===== src/rtl/rptr_ctrl_if.sv =====
// Read-side bus of the async FIFO pointer controller.
// The master modport belongs to the read client; the slave modport belongs to
// the pointer controller, which owns all pointers and status flags.
interface rptr_ctrl_if #(
  parameter int PTR_WIDTH = 4
);
  logic                 r_en;
  logic [PTR_WIDTH:0]   g_wptr_sync;
  logic [PTR_WIDTH:0]   ae_thresh;
  logic                 uf_clr;
  logic [PTR_WIDTH:0]   b_rptr;
  logic [PTR_WIDTH:0]   g_rptr;
  logic [PTR_WIDTH-1:0] r_addr;
  logic                 empty;
  logic                 almost_empty;
  logic [PTR_WIDTH:0]   rlevel;
  logic                 underflow;

  modport master (
    output r_en, g_wptr_sync, ae_thresh, uf_clr,
    input  b_rptr, g_rptr, r_addr, empty, almost_empty, rlevel, underflow
  );

  modport slave (
    input  r_en, g_wptr_sync, ae_thresh, uf_clr,
    output b_rptr, g_rptr, r_addr, empty, almost_empty, rlevel, underflow
  );
endinterface


===== src/rtl/rptr_ctrl.sv =====
// Read-domain pointer controller for the asynchronous FIFO.
// Keeps binary and Gray read pointers, the RAM read address, an exact-assert
// empty flag, a fill level, an almost-empty flag and a sticky underflow flag.
// The Gray write pointer arrives already synchronised into rclk.
module rptr_ctrl #(
  parameter int DEPTH      = 16,
  parameter int PTR_WIDTH  = $clog2(DEPTH),
  parameter int UF_PROTECT = 1
) (
  input logic        rclk,
  input logic        rrst,
  rptr_ctrl_if.slave bus
);
  localparam int W = PTR_WIDTH + 1;

  logic [W-1:0] b_rptr_q;
  logic [W-1:0] g_rptr_q;
  logic         empty_q;
  logic         almost_empty_q;
  logic [W-1:0] rlevel_q;
  logic         underflow_q;

  logic         rd_fire;
  logic [W-1:0] b_next;
  logic [W-1:0] g_next;
  logic [W-1:0] b_wsync;
  logic [W-1:0] level_next;

  // Next-pointer arithmetic, write-pointer decode and next fill level.
  // With protection disabled a read always advances, even while empty.
  always_comb begin
    rd_fire    = bus.r_en & (~empty_q | (UF_PROTECT == 0));
    b_next     = b_rptr_q + W'(rd_fire);
    g_next     = b_next ^ (b_next >> 1);
    b_wsync    = '0;
    for (int i = 0; i < W; i++) begin
      b_wsync[i] = ^(bus.g_wptr_sync >> i);
    end
    level_next = b_wsync - b_next;
  end

  // Pointer, flag and level registers; flags compare against the next pointer
  // so the final read raises empty at the same edge it is accepted.
  always_ff @(posedge rclk) begin
    if (rrst) begin
      b_rptr_q       <= '0;
      g_rptr_q       <= '0;
      empty_q        <= 1'b1;
      almost_empty_q <= 1'b1;
      rlevel_q       <= '0;
    end else begin
      b_rptr_q       <= b_next;
      g_rptr_q       <= g_next;
      empty_q        <= (g_next == bus.g_wptr_sync);
      almost_empty_q <= (level_next <= bus.ae_thresh);
      rlevel_q       <= level_next;
    end
  end

  // Sticky underflow: any read request seen while empty sets it, and a set
  // wins over a clear arriving in the same cycle.
  always_ff @(posedge rclk) begin
    if (rrst) begin
      underflow_q <= 1'b0;
    end else if (bus.r_en && empty_q) begin
      underflow_q <= 1'b1;
    end else if (bus.uf_clr) begin
      underflow_q <= 1'b0;
    end
  end

  assign bus.b_rptr       = b_rptr_q;
  assign bus.g_rptr       = g_rptr_q;
  assign bus.r_addr       = b_rptr_q[PTR_WIDTH-1:0];
  assign bus.empty        = empty_q;
  assign bus.almost_empty = almost_empty_q;
  assign bus.rlevel       = rlevel_q;
  assign bus.underflow    = underflow_q;
endmodule


===== src/flat_wrapper.sv =====
// flat-port wrapper written by rule: the top's interface ports become plain ports
module rptr_ctrl_flat 
#(
  parameter int DEPTH      = 16,
  parameter int PTR_WIDTH  = $clog2(DEPTH),
  parameter int UF_PROTECT = 1
)
  (rclk, rrst, bus_r_en, bus_g_wptr_sync, bus_ae_thresh, bus_uf_clr, bus_b_rptr, bus_g_rptr, bus_r_addr, bus_empty, bus_almost_empty, bus_rlevel, bus_underflow);
  rptr_ctrl_if #(.PTR_WIDTH(PTR_WIDTH)) bus_i ();
  input logic rclk;
  input logic rrst;
  input wire logic [$bits(bus_i.r_en)-1:0] bus_r_en;
  input wire logic [$bits(bus_i.g_wptr_sync)-1:0] bus_g_wptr_sync;
  input wire logic [$bits(bus_i.ae_thresh)-1:0] bus_ae_thresh;
  input wire logic [$bits(bus_i.uf_clr)-1:0] bus_uf_clr;
  output wire logic [$bits(bus_i.b_rptr)-1:0] bus_b_rptr;
  output wire logic [$bits(bus_i.g_rptr)-1:0] bus_g_rptr;
  output wire logic [$bits(bus_i.r_addr)-1:0] bus_r_addr;
  output wire logic [$bits(bus_i.empty)-1:0] bus_empty;
  output wire logic [$bits(bus_i.almost_empty)-1:0] bus_almost_empty;
  output wire logic [$bits(bus_i.rlevel)-1:0] bus_rlevel;
  output wire logic [$bits(bus_i.underflow)-1:0] bus_underflow;
  assign bus_i.r_en = bus_r_en;
  assign bus_i.g_wptr_sync = bus_g_wptr_sync;
  assign bus_i.ae_thresh = bus_ae_thresh;
  assign bus_i.uf_clr = bus_uf_clr;
  assign bus_b_rptr = bus_i.b_rptr;
  assign bus_g_rptr = bus_i.g_rptr;
  assign bus_r_addr = bus_i.r_addr;
  assign bus_empty = bus_i.empty;
  assign bus_almost_empty = bus_i.almost_empty;
  assign bus_rlevel = bus_i.rlevel;
  assign bus_underflow = bus_i.underflow;
  rptr_ctrl #(.DEPTH(DEPTH), .PTR_WIDTH(PTR_WIDTH), .UF_PROTECT(UF_PROTECT)) u_core (.rclk(rclk), .rrst(rrst), .bus(bus_i));
endmodule

===== config.mk =====
export PLATFORM = sky130hd
export DESIGN_NAME = rptr_ctrl_flat
export DESIGN_NICKNAME = d
export VERILOG_FILES = /design/src/rtl/rptr_ctrl_if.sv /design/src/rtl/rptr_ctrl.sv /design/src/flat_wrapper.sv
export SDC_FILE = /design/constraint.sdc
export NUM_CORES = 1
export LEC_CHECK = 0
export BUFFER_PORTS_ARGS = -buffer_cell sky130_fd_sc_hd__buf_2
export CORE_ASPECT_RATIO = 0.9
export CORE_UTILIZATION = 44
export CTS_CLUSTER_SIZE = 24
export DETAILED_ROUTE_END_ITERATION = 10
export GPL_TIMING_DRIVEN = 0
export PLACE_DENSITY = 0.77
export SLEW_MARGIN = 20
export SYNTH_ARGS = -nofsm -noshare
export SYNTH_HDL_FRONTEND = slang
export SYNTH_SLANG_ARGS = --single-unit

===== constraint.sdc =====
create_clock -name rclk -period 2.6 [get_ports rclk]
set_input_delay 0.13 -clock rclk [delete_from_list [all_inputs] [get_ports rclk]]
set_output_delay 0.13 -clock rclk [all_outputs]
set_load 0.1 [all_outputs]

==> summary.txt <==
Worst setup path
  – Worst Path Buf+Inv: 1
  – Worst path cell trace: nor2b_4 -> and2_4 -> ha_4 -> fa_1 -> inv_1 -> ha_1 -> nor2b_4 -> o21a_1 -> o21a_1 -> o21a_1 -> o21ai_1
  – Slowest cell on crit path: fa_1
  – CP Max Fanout: 6
  – Worst path most repeated cell: o21a_1
  – Crit path launch type: flop
  – CP delay by family, top: adder cells
  – WS Path Type: reg2reg
  – Crit end category: flop
  – Worst path arrival time: 2830 ps
  – Crit path required time: 2840 ps
  – Max incr delay on CP: between 500 and 600 ps

Synth
  – Largest cells by area after synthesis: dfxtp_1 (33%), ha_1 (12%), xnor2_1 (7.6%)
  – Yosys warns: 0
  – Mapped cell area: between 0.001 and 0.0015 mm²
  – Syn Nets: ~130
  – Post-synth top flop: dfxtp_1
  – Synth top area share: 32.9%
  – Synthesized flop and latch total: 17
  – Cell taking the most area after synthesis: dfxtp_1
  – EDFF count, synth: 0
  – Syn Inst Count: 103
  – Post-synthesis sequential area ratio: 32.9%
  – Syn avg cell area: 10.1 µm²
  – Most common cell in the netlist: dfxtp_1
  – FFs w/ async S/R, synth: 0%
  – Top cells by count, synth: dfxtp_1 (17), nor2_1 (12), ha_1 (10), inv_1 (10), xnor2_1 (9)
  – Synth unique cells: 31

Die
  – Die W: 53.2 µm
  – Num ports: 36
  – Cell row count: 16
  – DIE HEIGHT: 48.0 µm
  – Die footprint: 0.00255 mm²
  – Placeable Area: between 0.002 and 0.0025 mm²
  – Initial core utilization: between 40 and 50%

Clocking
  – CTS Buffer Depth: 2
  – Reg clk slew, reported paths: 100 ps
  – Post-CTS Hold Buffers: 0
  – Skew-Pair Late Insertion Delay: 300 ps
  – H-tree Lvls: 1
  – Inserted Clock Buffers: 3
  – Root Driver: clkbuf_4
  – # clock sinks: 17
  – CTS tree: yes

Cells and area
  – Synthesis-to-finish area growth: 39.9%
  – Share of layout cells above drive strength 1: 51.3%
  – Nets: approximately 180
  – # diodes: 0
  – Final instance area: 0.00145 mm²
  – Fillcell total: 178

Placement
  – IO buf count: 35
  – Post-DP HPWL: 1.49 mm
  – GPL Wtd Cong: just under 0.8
  – Post-DP Area: ~0.0013 mm²

Power
  – Register share of total power: about 32%
  – Worst VDD drop: about 0.00065 V
  – Leak: 0.000742 µW
  – Power Internal: around 500 µW
  – Tot Pwr: 920 µW
  – Clk pwr share: approximately 16%
  – Sw Share: 45.5%
  – Sw Pwr: 418 µW
  – Power Dens Cells: 635 mW/mm²
  – Comb power frac: 52.3%

Timing
  – Slew headroom: 67.6%
  – WHS: 79.7 ps
  – Fmax achieved: 0.385 GHz
  – Final Setup Violations: 0
  – RSZ-0062 raised after global routing: yes
  – Period utilisation layout: between 90% and 100%
  – Worst Tran Pin Value: 489 ps
  – Final Hold Violating Endpoints: 0
  – Tmin final: 2590 ps
  – Slew Limit Fails: 0
  – Fin Clk Skew: 4.90 ps

Global route
  – Initial antenna violation count: 0
  – GRT Util Overall: 17.1%
  – Largest net degree at the start of global routing: 11
  – First-pass GRT wire length: about 3 mm
  – Vias in the first global route: 662
  – Grt ovf: 0

Route
  – DR iter-0 viols: 8
  – Vias: 812
  – Drt total wl: 1.97 mm
  – Met3 Routed Length: 92 µm
  – DRC Markers: 0
  – Antenna Nets Post-Route: 0
  – Met2 WL: 931 µm
  – 1st-pass router iterations: 3
  – Met1 WL: ~900 µm
  – Top Metal Used: met4
  – Vias per cell: 4.59
  – Routed wire per std cell: 11.1 µm

Worst hold path
  – Worst Hold Class: in2reg

Job
  – Max-capacitance violation count: 0

Status
  – Outcome: finished clean
[cell usage in the layout, fill, tap and decap left out, drive strengths merged]
| master | n |
|---|---|
| nor2b | 6 |
| nor2 | 12 |
| nor3 | 1 |
| nand2b | 1 |
| xnor3 | 1 |
| nand3 | 1 |
| nand2 | 1 |
| clkinv | 1 |
| a41o | 1 |
| clkbuf | 4 |
| mux2 | 1 |
| nand4 | 1 |
| buf | 48 |
| a31oi | 1 |
| a21oi | 3 |
| fa | 1 |
| and2 | 2 |
| xor2 | 9 |
| ha | 10 |
| xnor2 | 10 |
| a21o | 2 |
| o21a | 3 |
| inv | 11 |
| dfxtp | 17 |
| o21ai | 1 |
| and3 | 1 |
[stage by stage]
| step | setup WS, ps | cells | utilization, % | setup TNS (ps) |
|---|---|---|---|---|
| final | 5.29 | 177 | 65.8 | 0 |
| after global routing | -124 | 177 | 65.8 | -124 |
| after CTS | 5.63 | 172 | 62.9 | 0 |
| after detailed placement | -368 | 165 | 60.5 | -368 |
| after global placement | -326 | 165 | 60.5 | -326 |
| after floorplan | -72.9 | 103 | - | -72.9 |
[worst min-delay path, delay by kind of cell]
kind | cells | cell delay (ps)
compound gates | 1 | 50
buf+inv | 1 | 70
simple gates | 1 | 90
[what timing repair did]
item | in CTS | in global routing
buffers inserted | 3 | 5
pin swaps | 3 | 11
endpoints found under the setup margin | 1 | 1
gates resized for setup | 1 | 4
[cell type report]
cell class	count	area (µm²)	share of cell area, %
repair buffers	43	235	16.2
multi-input cells	69	716	49.4
clock inverters	1	5.00	0.345
inverters	11	43.8	3.02
well taps	27	33.8	2.33
plain buffers	6	41.3	2.85
clock buffers	3	22.5	1.55
flip-flops and latches	17	352	24.3
[registers in the layout, summed over array words and instances, names as in the netlist]
| register | flops |
|---|---|
| u_core.bus.g_rptr | 5 |
| u_core.bus.rlevel | 5 |
| u_core.bus.empty | 1 |
| u_core.bus.almost_empty | 1 |
| u_core.bus.b_rptr | 4 |
| u_core.bus.underflow | 1 |
[layer usage]
metal	global-route usage, %	vias up
met5	0	-
met4	10.0	0
met3	5.08	4
met2	25.8	22
met1	21.9	373
li1	-	413
[cells by family after synthesis]
kind of cell               share of synthesized area, %
muxes                                              1.09
adders and majority gates                          14.0
DFF                                                32.9
buffers and inverters                              8.21
xor gates and xnor gates                           22.9
AOI/OAI and AO/OA                                  7.12
and+or+nand+nor                                    13.8
[final timing paths]
check,slack (ps),cells after the start,end,startpoint
hold / removal,80,3,u_core.bus.underflow,bus_uf_clr
setup / recovery,5,11,u_core.bus.almost_empty,u_core.bus.empty
hold reg to reg,470,2,u_core.bus.underflow,u_core.bus.underflow
setup reg to reg,5,11,u_core.bus.almost_empty,u_core.bus.empty
[power groups by stage]
stage | combinational [µW] | clock, µW | sequential, µW
4_1_cts | 456 | 145 | 296
2_1_floorplan | 186 | 0 | 487
3_5_place_dp | 445 | 0 | 302
3_3_place_gp | 437 | 0 | 300
6_report | 481 | 143 | 296
5_1_grt | 515 | 164 | 299
Note: power is estimated with default switching activity, not from simulation.
